**src/rtl/alu_iter.sv**
```systemverilog
// Iterative ALU: single-cycle logic/shift/compare ops, shift-add MUL and restoring DIV; Done pulses 1 cycle after accept (WIDTH+1 for MUL/DIV).
// No backpressure: Start is honoured only in IDLE and ignored while busy or in the Done cycle.
module alu_iter #(
    parameter int WIDTH = 32
) (
    input  logic             clk,
    input  logic             reset,
    input  logic             Start,
    input  logic [3:0]       ALUControl,
    input  logic [WIDTH-1:0] SrcA,
    input  logic [WIDTH-1:0] SrcB,
    output logic [WIDTH-1:0] ALUResult,
    output logic             Zero,
    output logic             Busy,
    output logic             Done
);

    localparam int SW = $clog2(WIDTH);

    localparam logic [1:0] S_IDLE = 2'd0;
    localparam logic [1:0] S_MUL  = 2'd1;
    localparam logic [1:0] S_DIV  = 2'd2;
    localparam logic [1:0] S_DONE = 2'd3;

    logic [1:0]         state_q, state_d;
    logic [3:0]         op_q, op_d;
    logic [2*WIDTH-1:0] work_q, work_d;
    logic [WIDTH-1:0]   opnd_q, opnd_d;
    logic [WIDTH-1:0]   srca_q, srca_d;
    logic [SW-1:0]      cnt_q, cnt_d;
    logic               qneg_q, qneg_d;
    logic               rneg_q, rneg_d;
    logic               dz_q, dz_d;
    logic [WIDTH-1:0]   res_q, res_d;

    logic [SW-1:0]      shamt;
    logic [WIDTH-1:0]   quick_res;
    logic               sdiv, a_neg, b_neg;
    logic [WIDTH-1:0]   abs_a, abs_b;
    logic [WIDTH:0]     mul_hi;
    logic [2*WIDTH-1:0] mul_next;
    logic [WIDTH:0]     div_sh, div_diff;
    logic               div_ge;
    logic [2*WIDTH-1:0] div_next;
    logic [WIDTH-1:0]   q_fin, r_fin;
    logic               last;

    assign shamt = SrcB[SW-1:0];

    always_comb begin
        quick_res = '0;
        case (ALUControl)
            4'b0000: quick_res = SrcA + SrcB;
            4'b0001: quick_res = SrcA - SrcB;
            4'b0010: quick_res = SrcA & SrcB;
            4'b0011: quick_res = SrcA | SrcB;
            4'b0100: quick_res = SrcA ^ SrcB;
            4'b0101: quick_res = {{(WIDTH-1){1'b0}}, $signed(SrcA) < $signed(SrcB)};
            4'b0110: quick_res = {{(WIDTH-1){1'b0}}, SrcA < SrcB};
            4'b0111: quick_res = SrcA << shamt;
            4'b1000: quick_res = SrcA >> shamt;
            4'b1001: quick_res = $signed(SrcA) >>> shamt;
            default: quick_res = '0;
        endcase
    end

    // Signed DIV/REM run on magnitudes; signs are fixed up on the final step.
    assign sdiv  = (ALUControl == 4'b1100) || (ALUControl == 4'b1110);
    assign a_neg = sdiv & SrcA[WIDTH-1];
    assign b_neg = sdiv & SrcB[WIDTH-1];
    assign abs_a = a_neg ? -SrcA : SrcA;
    assign abs_b = b_neg ? -SrcB : SrcB;

    // Shift-add step: work holds {partial high, remaining multiplier bits}.
    assign mul_hi   = {1'b0, work_q[2*WIDTH-1:WIDTH]} + {1'b0, (work_q[0] ? opnd_q : '0)};
    assign mul_next = {mul_hi, work_q[WIDTH-1:1]};

    // Restoring step: work holds {partial remainder, dividend/quotient bits}.
    assign div_sh   = {work_q[2*WIDTH-1:WIDTH], work_q[WIDTH-1]};
    assign div_diff = div_sh - {1'b0, opnd_q};
    assign div_ge   = ~div_diff[WIDTH];
    assign div_next = {(div_ge ? div_diff[WIDTH-1:0] : div_sh[WIDTH-1:0]), work_q[WIDTH-2:0], div_ge};
    assign q_fin    = div_next[WIDTH-1:0];
    assign r_fin    = div_next[2*WIDTH-1:WIDTH];

    assign last = (cnt_q == SW'(WIDTH-1));

    always_comb begin
        state_d = state_q;
        op_d    = op_q;
        work_d  = work_q;
        opnd_d  = opnd_q;
        srca_d  = srca_q;
        cnt_d   = cnt_q;
        qneg_d  = qneg_q;
        rneg_d  = rneg_q;
        dz_d    = dz_q;
        res_d   = res_q;
        case (state_q)
            S_IDLE: begin
                if (Start) begin
                    op_d   = ALUControl;
                    srca_d = SrcA;
                    cnt_d  = '0;
                    if (ALUControl[3:1] == 3'b101) begin
                        work_d  = {{WIDTH{1'b0}}, SrcA};
                        opnd_d  = SrcB;
                        state_d = S_MUL;
                    end else if (ALUControl[3:2] == 2'b11) begin
                        work_d  = {{WIDTH{1'b0}}, abs_a};
                        opnd_d  = abs_b;
                        qneg_d  = a_neg ^ b_neg;
                        rneg_d  = a_neg;
                        dz_d    = (SrcB == '0);
                        state_d = S_DIV;
                    end else begin
                        res_d   = quick_res;
                        state_d = S_DONE;
                    end
                end
            end
            S_MUL: begin
                work_d = mul_next;
                cnt_d  = cnt_q + 1'b1;
                if (last) begin
                    res_d   = op_q[0] ? mul_next[2*WIDTH-1:WIDTH] : mul_next[WIDTH-1:0];
                    state_d = S_DONE;
                end
            end
            S_DIV: begin
                work_d = div_next;
                cnt_d  = cnt_q + 1'b1;
                if (last) begin
                    if (dz_q)
                        res_d = op_q[1] ? srca_q : '1;
                    else if (op_q[1])
                        res_d = rneg_q ? -r_fin : r_fin;
                    else
                        res_d = qneg_q ? -q_fin : q_fin;
                    state_d = S_DONE;
                end
            end
            default: state_d = S_IDLE;
        endcase
    end

    always_ff @(posedge clk) begin
        if (reset) begin
            state_q <= S_IDLE;
            op_q    <= '0;
            work_q  <= '0;
            opnd_q  <= '0;
            srca_q  <= '0;
            cnt_q   <= '0;
            qneg_q  <= 1'b0;
            rneg_q  <= 1'b0;
            dz_q    <= 1'b0;
            res_q   <= '0;
        end else begin
            state_q <= state_d;
            op_q    <= op_d;
            work_q  <= work_d;
            opnd_q  <= opnd_d;
            srca_q  <= srca_d;
            cnt_q   <= cnt_d;
            qneg_q  <= qneg_d;
            rneg_q  <= rneg_d;
            dz_q    <= dz_d;
            res_q   <= res_d;
        end
    end

    assign ALUResult = res_q;
    assign Zero      = (res_q == '0);
    assign Busy      = (state_q == S_MUL) || (state_q == S_DIV);
    assign Done      = (state_q == S_DONE);

endmodule

```
**config.mk**
```make
export PLATFORM = sky130hd
export DESIGN_NAME = alu_iter
export DESIGN_NICKNAME = d
export VERILOG_FILES = /design/src/rtl/alu_iter.sv
export SDC_FILE = /design/constraint.sdc
export NUM_CORES = 1
export LEC_CHECK = 0
export CAP_MARGIN = 20
export CORE_UTILIZATION = 32
export CTS_CLUSTER_SIZE = 28
export DETAILED_ROUTE_END_ITERATION = 7
export PLACE_DENSITY = 0.45
export SETUP_SLACK_MARGIN = 0.15
export SYNTH_ARGS = -nofsm -noshare
export SYNTH_HDL_FRONTEND = slang
export SYNTH_SLANG_ARGS = --single-unit
```
**constraint.sdc**
```tcl
create_clock -name clk -period 7.55 [get_ports clk]
set_input_delay 2.265 -clock clk [delete_from_list [all_inputs] [get_ports clk]]
set_output_delay 2.265 -clock clk [all_outputs]
set_load 0.03 [all_outputs]
```
## Word level (Yosys, flattened, before mapping)

Index checks and enable logic that the tools add are counted.

- Register bits: 172
- Input port bits: 71
- Output and inout port bits: 35

- Add/subtract/negate cells: 9
- $lt $le $gt $ge: 2
- Eq/ne operators: 24
- Shift-type cells: 3
- Mux-type cells: 30
- Bitwise gates (word level): 8
- Reduce and logical (&&, ||, !) cells: 17

Operators with widths:

| operator | number |
|---|---|
| 32-bit 2-to-1 mux | 17 |
| 32-bit case mux with 10 select lines | 1 |
| 64-bit 2-to-1 mux | 3 |
| 64-bit case mux with 3 select lines | 1 |
| 32-bit negation | 4 |
| 32-bit case mux with 3 select lines | 1 |
| 32-bit zero test | 2 |
| 32-bit less-than comparator | 2 |
| 32-bit by 32-bit adder with 33-bit output | 1 |
| 33-bit by 32-bit subtractor with 33-bit output | 1 |
| 32-bit adder | 1 |
| 32-bit bitwise AND | 1 |
| 32-bit OR | 1 |
| 32-bit by 5-bit << shifter with 32-bit output | 1 |
| 32-bit by 5-bit right shift with 32-bit output | 1 |
| 32-bit by 5-bit >>> shifter with 32-bit output | 1 |
| 32-bit subtractor | 1 |
| 32-bit bitwise XOR | 1 |
| 4-bit by 3-bit equality test with 1-bit output, second input constant | 4 |
| 4-bit equality test, second input constant | 4 |
| 2-bit != test, second input constant | 5 |
| 5-bit case mux with 2 select lines | 1 |
| 4-bit by 2-bit equality test with 1-bit output, second input constant | 2 |
| 2-bit equality test, second input constant | 3 |
| 24 further kinds | 33 |

## Depth between registers and ports, before layout

- Word-level depth: 8
- Gate-level depth with buffers: 26
- Mapped depth without buffers: 23

## Worst setup path after synthesis

Ideal clock, no wire load.

- Path type: input -> register
- From: input SrcB[2]
- To: register res_q[30], in the netlist ALUResult[30]
- Setup time: 0.136 ns
- Arrival: 6.155 ns
- Required time: 7.414 ns
- Path slack: 1.259 ns
- Stages on the path: 18
- Cell sequence: clkbuf_1 -> inv_2 -> buf_1 -> clkbuf_1 -> clkbuf_1 -> ha_1 -> a21o_1 -> nand4_1 -> a21oi_1 -> a211o_1 -> a21oi_1 -> o21ai_0 -> a31o_2 -> a2111oi_0 -> nor3b_1 -> mux2i_1 -> o2111a_1 -> o32ai_1

- Longest elaborated chain between the ends: 6
- Elaborated cells between the ends (all ways): 10
- Those cells by class: 2 x add/sub; 3 x shift; 5 x mux

Ends and longest elaborated chain:

| item | line | RTL |
|---|---|---|
| start: declaration | 11 | `input logic [WIDTH-1:0] SrcB,` |
| 32-bit subtractor, or another cell as far along | 54 | `4'b0001: quick_res = SrcA - SrcB;` |
| 32-bit case mux with 10 select lines * | 52 | `case (ALUControl)` |
| 32-bit 2-to-1 mux * | 109 | `end else if (ALUControl[3:2] == 2'b11) begin` |
| 32-bit 2-to-1 mux * | 105 | `if (ALUControl[3:1] == 3'b101) begin` |
| 32-bit 2-to-1 mux * | 101 | `if (Start) begin` |
| 32-bit case mux with 3 select lines * | 99 | `case (state_q)` |
| end signal: assignment | 169 | `res_q <= res_d;` |
| end: declaration | 34 | `logic [WIDTH-1:0] res_q, res_d;` |

Mark *: on every way between the ends. The rest lies on a longest branch, timed or not. The select of a mux whose other input is x is not followed.
A chain may end at the register's enable or synchronous reset.

## Worst setup path after layout

- From: input SrcB[2]
- To: register res_q[29], in the netlist ALUResult[29]

Same word-level chain as after synthesis.

==> summary.txt <==
Power and ir drop
  • Final total power: 6.08 mW
  • Comb power frac: 62.0%
  • Switching share of total power: 54.8%
  • Peak supply drop: 0.000167 V
  • Clock power frac: 15.2%
  • Pwr per Cell Area: 231 nW/µm²
  • Sequential share of power: 22.8%
  • Leakage power: 10.1 nW
  • NetSw: 3.33 mW
  • Pint: 2.75 mW

Floorplan
  • Initial Util: 32.4%
  • Die width: 274 µm
  • Core area: 73200 µm²
  • Die ar.: 75300 µm²
  • Die Y: 274 µm
  • # IOs: 106
  • Row Count: 99

Global routing
  • Largest net degree at the start of global routing: 119
  • Gr ovfl total: 0
  • Initial antenna violation count: 7
  • GRT Overall Usage: 34.2%
  • First-pass GRT wire length: 188000 µm
  • Vias in the first global route: 25.6k

Place
  • Placed Cells: 4258
  • DP HPWL: 104000 µm
  • GPL Wtd Cong: 0.985
  • IO buf count: 105
  • Post-DP Area: 25700 µm²
  • DP Worst Slack: 0.601 ns

Outcome
  • Status: finished with violations
  • Failing checks: DRC

Logic synthesis
  • Asr flop ratio synth: 0%
  • Share of the synthesized area in the top cell type: 14.5%
  • Most common cell in the synthesized netlist: nor2_1
  • Library cells used by synthesis: 88
  • Top_reg_cell synth: dfxtp_1
  • Mean Syn Cell Area: 7.03 µm²
  • Post-Synthesis Cells: 3376
  • Part of the Yosys area used for sequential elements: 14.5%
  • Mapped Area: 23700 µm²
  • Yosys top cell by area: dfxtp_1
  • Syn Nets: 3622
  • Post-synth EDFFs: 0
  • Commonest cells post-synth: 463 x nor2_1, 343 x a21oi_1, 278 x nand2_1, 236 x o21ai_0, 233 x clkbuf_1
  • Synth area leaders: dfxtp_1 15%, ha_1 9.0%, nor2_1 7.3%
  • Seq cells post-synth: 172
  • Ys Warns: 0

Worst setup path
  • Crit path required time: 7.85 ns
  • Worst Setup Path Type: in -> reg
  • RR Endpoint: ALUResult[20]
  • Crit path cell chain: clkdlybuf4s50_1, inv_2, ha_1, nor3b_1, nor3_1, o21ai_0, nand3_1, a211oi_1, nor3_1, a21boi_0, o21ai_0, a31oi_1, xnor2_1, a221oi_1, a211oi_1
  • RR Startpoint: work_q[32]
  • Crit. Startpoint: SrcB[2]
  • CP Capture Point: ALUResult[29]
  • R2R Setup Slk: 1.32 ns
  • Crit path largest cell delay: 0.86 ns
  • CP max stage cell: o21ai_0
  • CP Buf/Inv Count: 2
  • Worst reg2reg path depth: 23
  • Crit path launch type: input pin
  • Crit path max fanout: 13
  • Crit path depth: 15
  • Family with the most delay on the worst path: compound AO/OA/AOI/OAI gates
  • Crit end category: register
  • Worst Path Arrival: 6.76 ns

STA
  • Fmax achieved: 155 MHz
  • Setup TNS: 0 ns
  • Fin crit share: 85.5%
  • Crit path time final: 6.45 ns
  • Final Hold Fails: 0
  • Max-slew headroom: 25.7%
  • Worst slew pin tran: 1.10 ns
  • Setup Viol. Count Final: 0
  • Setup WS post-layout: 1.10 ns
  • RSZ-0062 raised after global routing: false
  • Worst Clk Skew: 0.0203 ns
  • Fin. max-slew vios: 0

Clocking
  • CTS tree: built
  • CTS-repair resized insts: 0
  • Htree depth: 4
  • Clk root buf: clkbuf_16
  • Clock transition at path regs: 0.09 ns
  • Max clock buf depth: 2
  • Worst-Skew Late Latency: 0.47 ns
  • Clock sinks: 172
  • CTS hold repair buffers: 0
  • Post-CTS setup buffers: 0
  • Num CTS Buffers: 17

Flow run
  • Max-Cap Viols: 0

Drt
  • Post-DR wirelength/cell: 30.5 µm
  • DRT Pass-1 Iters: 8
  • DR vias: 27.1k
  • DRC Markers: 6
  • DRT Wirelength: 131000 µm
  • Vias/cell: 6.31
  • DRT antenna net count: 0
  • Initial drt markers: 2775

Final layout
  • Final non-filler cell total: 4293
  • Number of filler cells placed in the layout: 7899
  • Post-Layout Inst Area: 26300 µm²
  • Share of post-route cells with drive strength above 1: 8.10%
  • Final net count: 3565
  • Area Overhead vs Synth: 10.8%

Hold path
  • HP Class: reg -> reg
==> per-stage QoR <==
stage	hold WS (ns)	utilization, %
after global routing	0.475	35.9
after floorplan	0.432	-
after CTS	0.456	35.9
final	0.457	35.9
after detailed placement	0.446	35.1
after global placement	0.441	35.1
==> layout make-up <==
type	count	area [µm²]	share of cell area [%]
multi-input combinational	2760	18600	70.9
sequential	172	3440	13.1
timing repair buffer	209	1820	6.91
tap	959	1200	4.56
inverter	159	597	2.27
clock buffer	18	439	1.67
clock inverter	14	144	0.547
antenna	2	5.00	0.0190
==> sequential cells by signal, summed over array words and instances (netlist names) <==
signal	cells
dz_q	1
cnt_q	5
op_q	2
qneg_q	1
work_q	64
opnd_q	32
srca_q	32
state_q	2
rneg_q	1
ALUResult	32
==> how the worst min path moves through the flow <==
| stage | from | to | slack (ns) | cells after the start |
|---|---|---|---|---|
| 2_1_floorplan | opnd_q[31] | opnd_q[31] | 0.43 | 2 |
| 4_1_cts | srca_q[13] | srca_q[13] | 0.46 | 2 |
| 3_5_place_dp | srca_q[13] | srca_q[13] | 0.45 | 2 |
| 5_1_grt | srca_q[16] | srca_q[16] | 0.47 | 2 |
| 6_report | srca_q[13] | srca_q[13] | 0.46 | 2 |
| 3_3_place_gp | srca_q[18] | srca_q[18] | 0.44 | 2 |
==> worst register-to-register path: stages (launching register included) <==
cell and delay [ns]:
dfxtp_1 0.52, inv_1 0.11, fa_1 0.47, nor2b_1 0.34, o31ai_2 0.17, a21bo_1 0.26
a21o_1 0.23, o221a_2 0.37, inv_1 0.12, nor2_1 0.05, a21oi_1 0.31, ha_1 0.35
inv_1 0.10, a211oi_1 0.25, nand4_1 0.14, a211oi_1 0.26, buf_4 0.18, and4b_1 0.24
a41oi_1 0.35, o21ai_0 0.39, xor2_1 0.16, a221oi_1 0.28, o21ai_1 0.17, a311oi_1 0.31
==> power by group through the flow <==
stage                     registers (mW)  clock network [mW]  logic, mW
after global placement              1.39                   0       3.69
final                               1.38               0.924       3.77
after global routing                1.40               0.967       4.04
after detailed placement            1.39                   0       3.69
after floorplan                     1.31                   0       2.34
after CTS                           1.37               0.935       3.71
==> routing by layer <==
metal,vias up,GRT usage [%],wire length (µm)
met2,1242,56.3,60500
li1,12309,-,-
met4,6,14.4,6210
met3,193,4.65,8740
met1,13345,44.5,55500
met5,-,0,35
==> cells in the final DEF (no fill, tap or decap), drive strengths merged, types with 32 or more instances in the layout <==
cell           synthesis  layout
a21o                  48      48
mux4                  64      64
nand3                 61      61
a21oi                343     343
xnor2                129     129
a221oi                56      56
a211oi               116     116
a31oi                 41      41
nand2                279     279
o21ai                240     240
clkdlybuf4s50          0      99
xor2                  46      46
nor3                  75      75
o31ai                 42      42
ha                   171     171
dfxtp                172     172
buf                   52     109
mux2i                 67      67
a22oi                 32      32
inv                  153     162
nor2                 464     464
==> cells by family (layout without fill, tap and decap cells) <==
logic type | Yosys count | after routing | synth area share (%)
muxes | 156 | 156 | 10.1
DFF | 172 | 172 | 14.5
and+or+nand+nor | 1076 | 1076 | 20.2
xor gates and xnor gates | 175 | 175 | 6.46
AOI/OAI and AO/OA | 1178 | 1178 | 32.2
adders and majority gates | 175 | 175 | 9.35
buffers and inverters | 444 | 400 | 7.18
other | 0 | 2 | 0
Note: power is estimated with default switching activity, not from simulation.
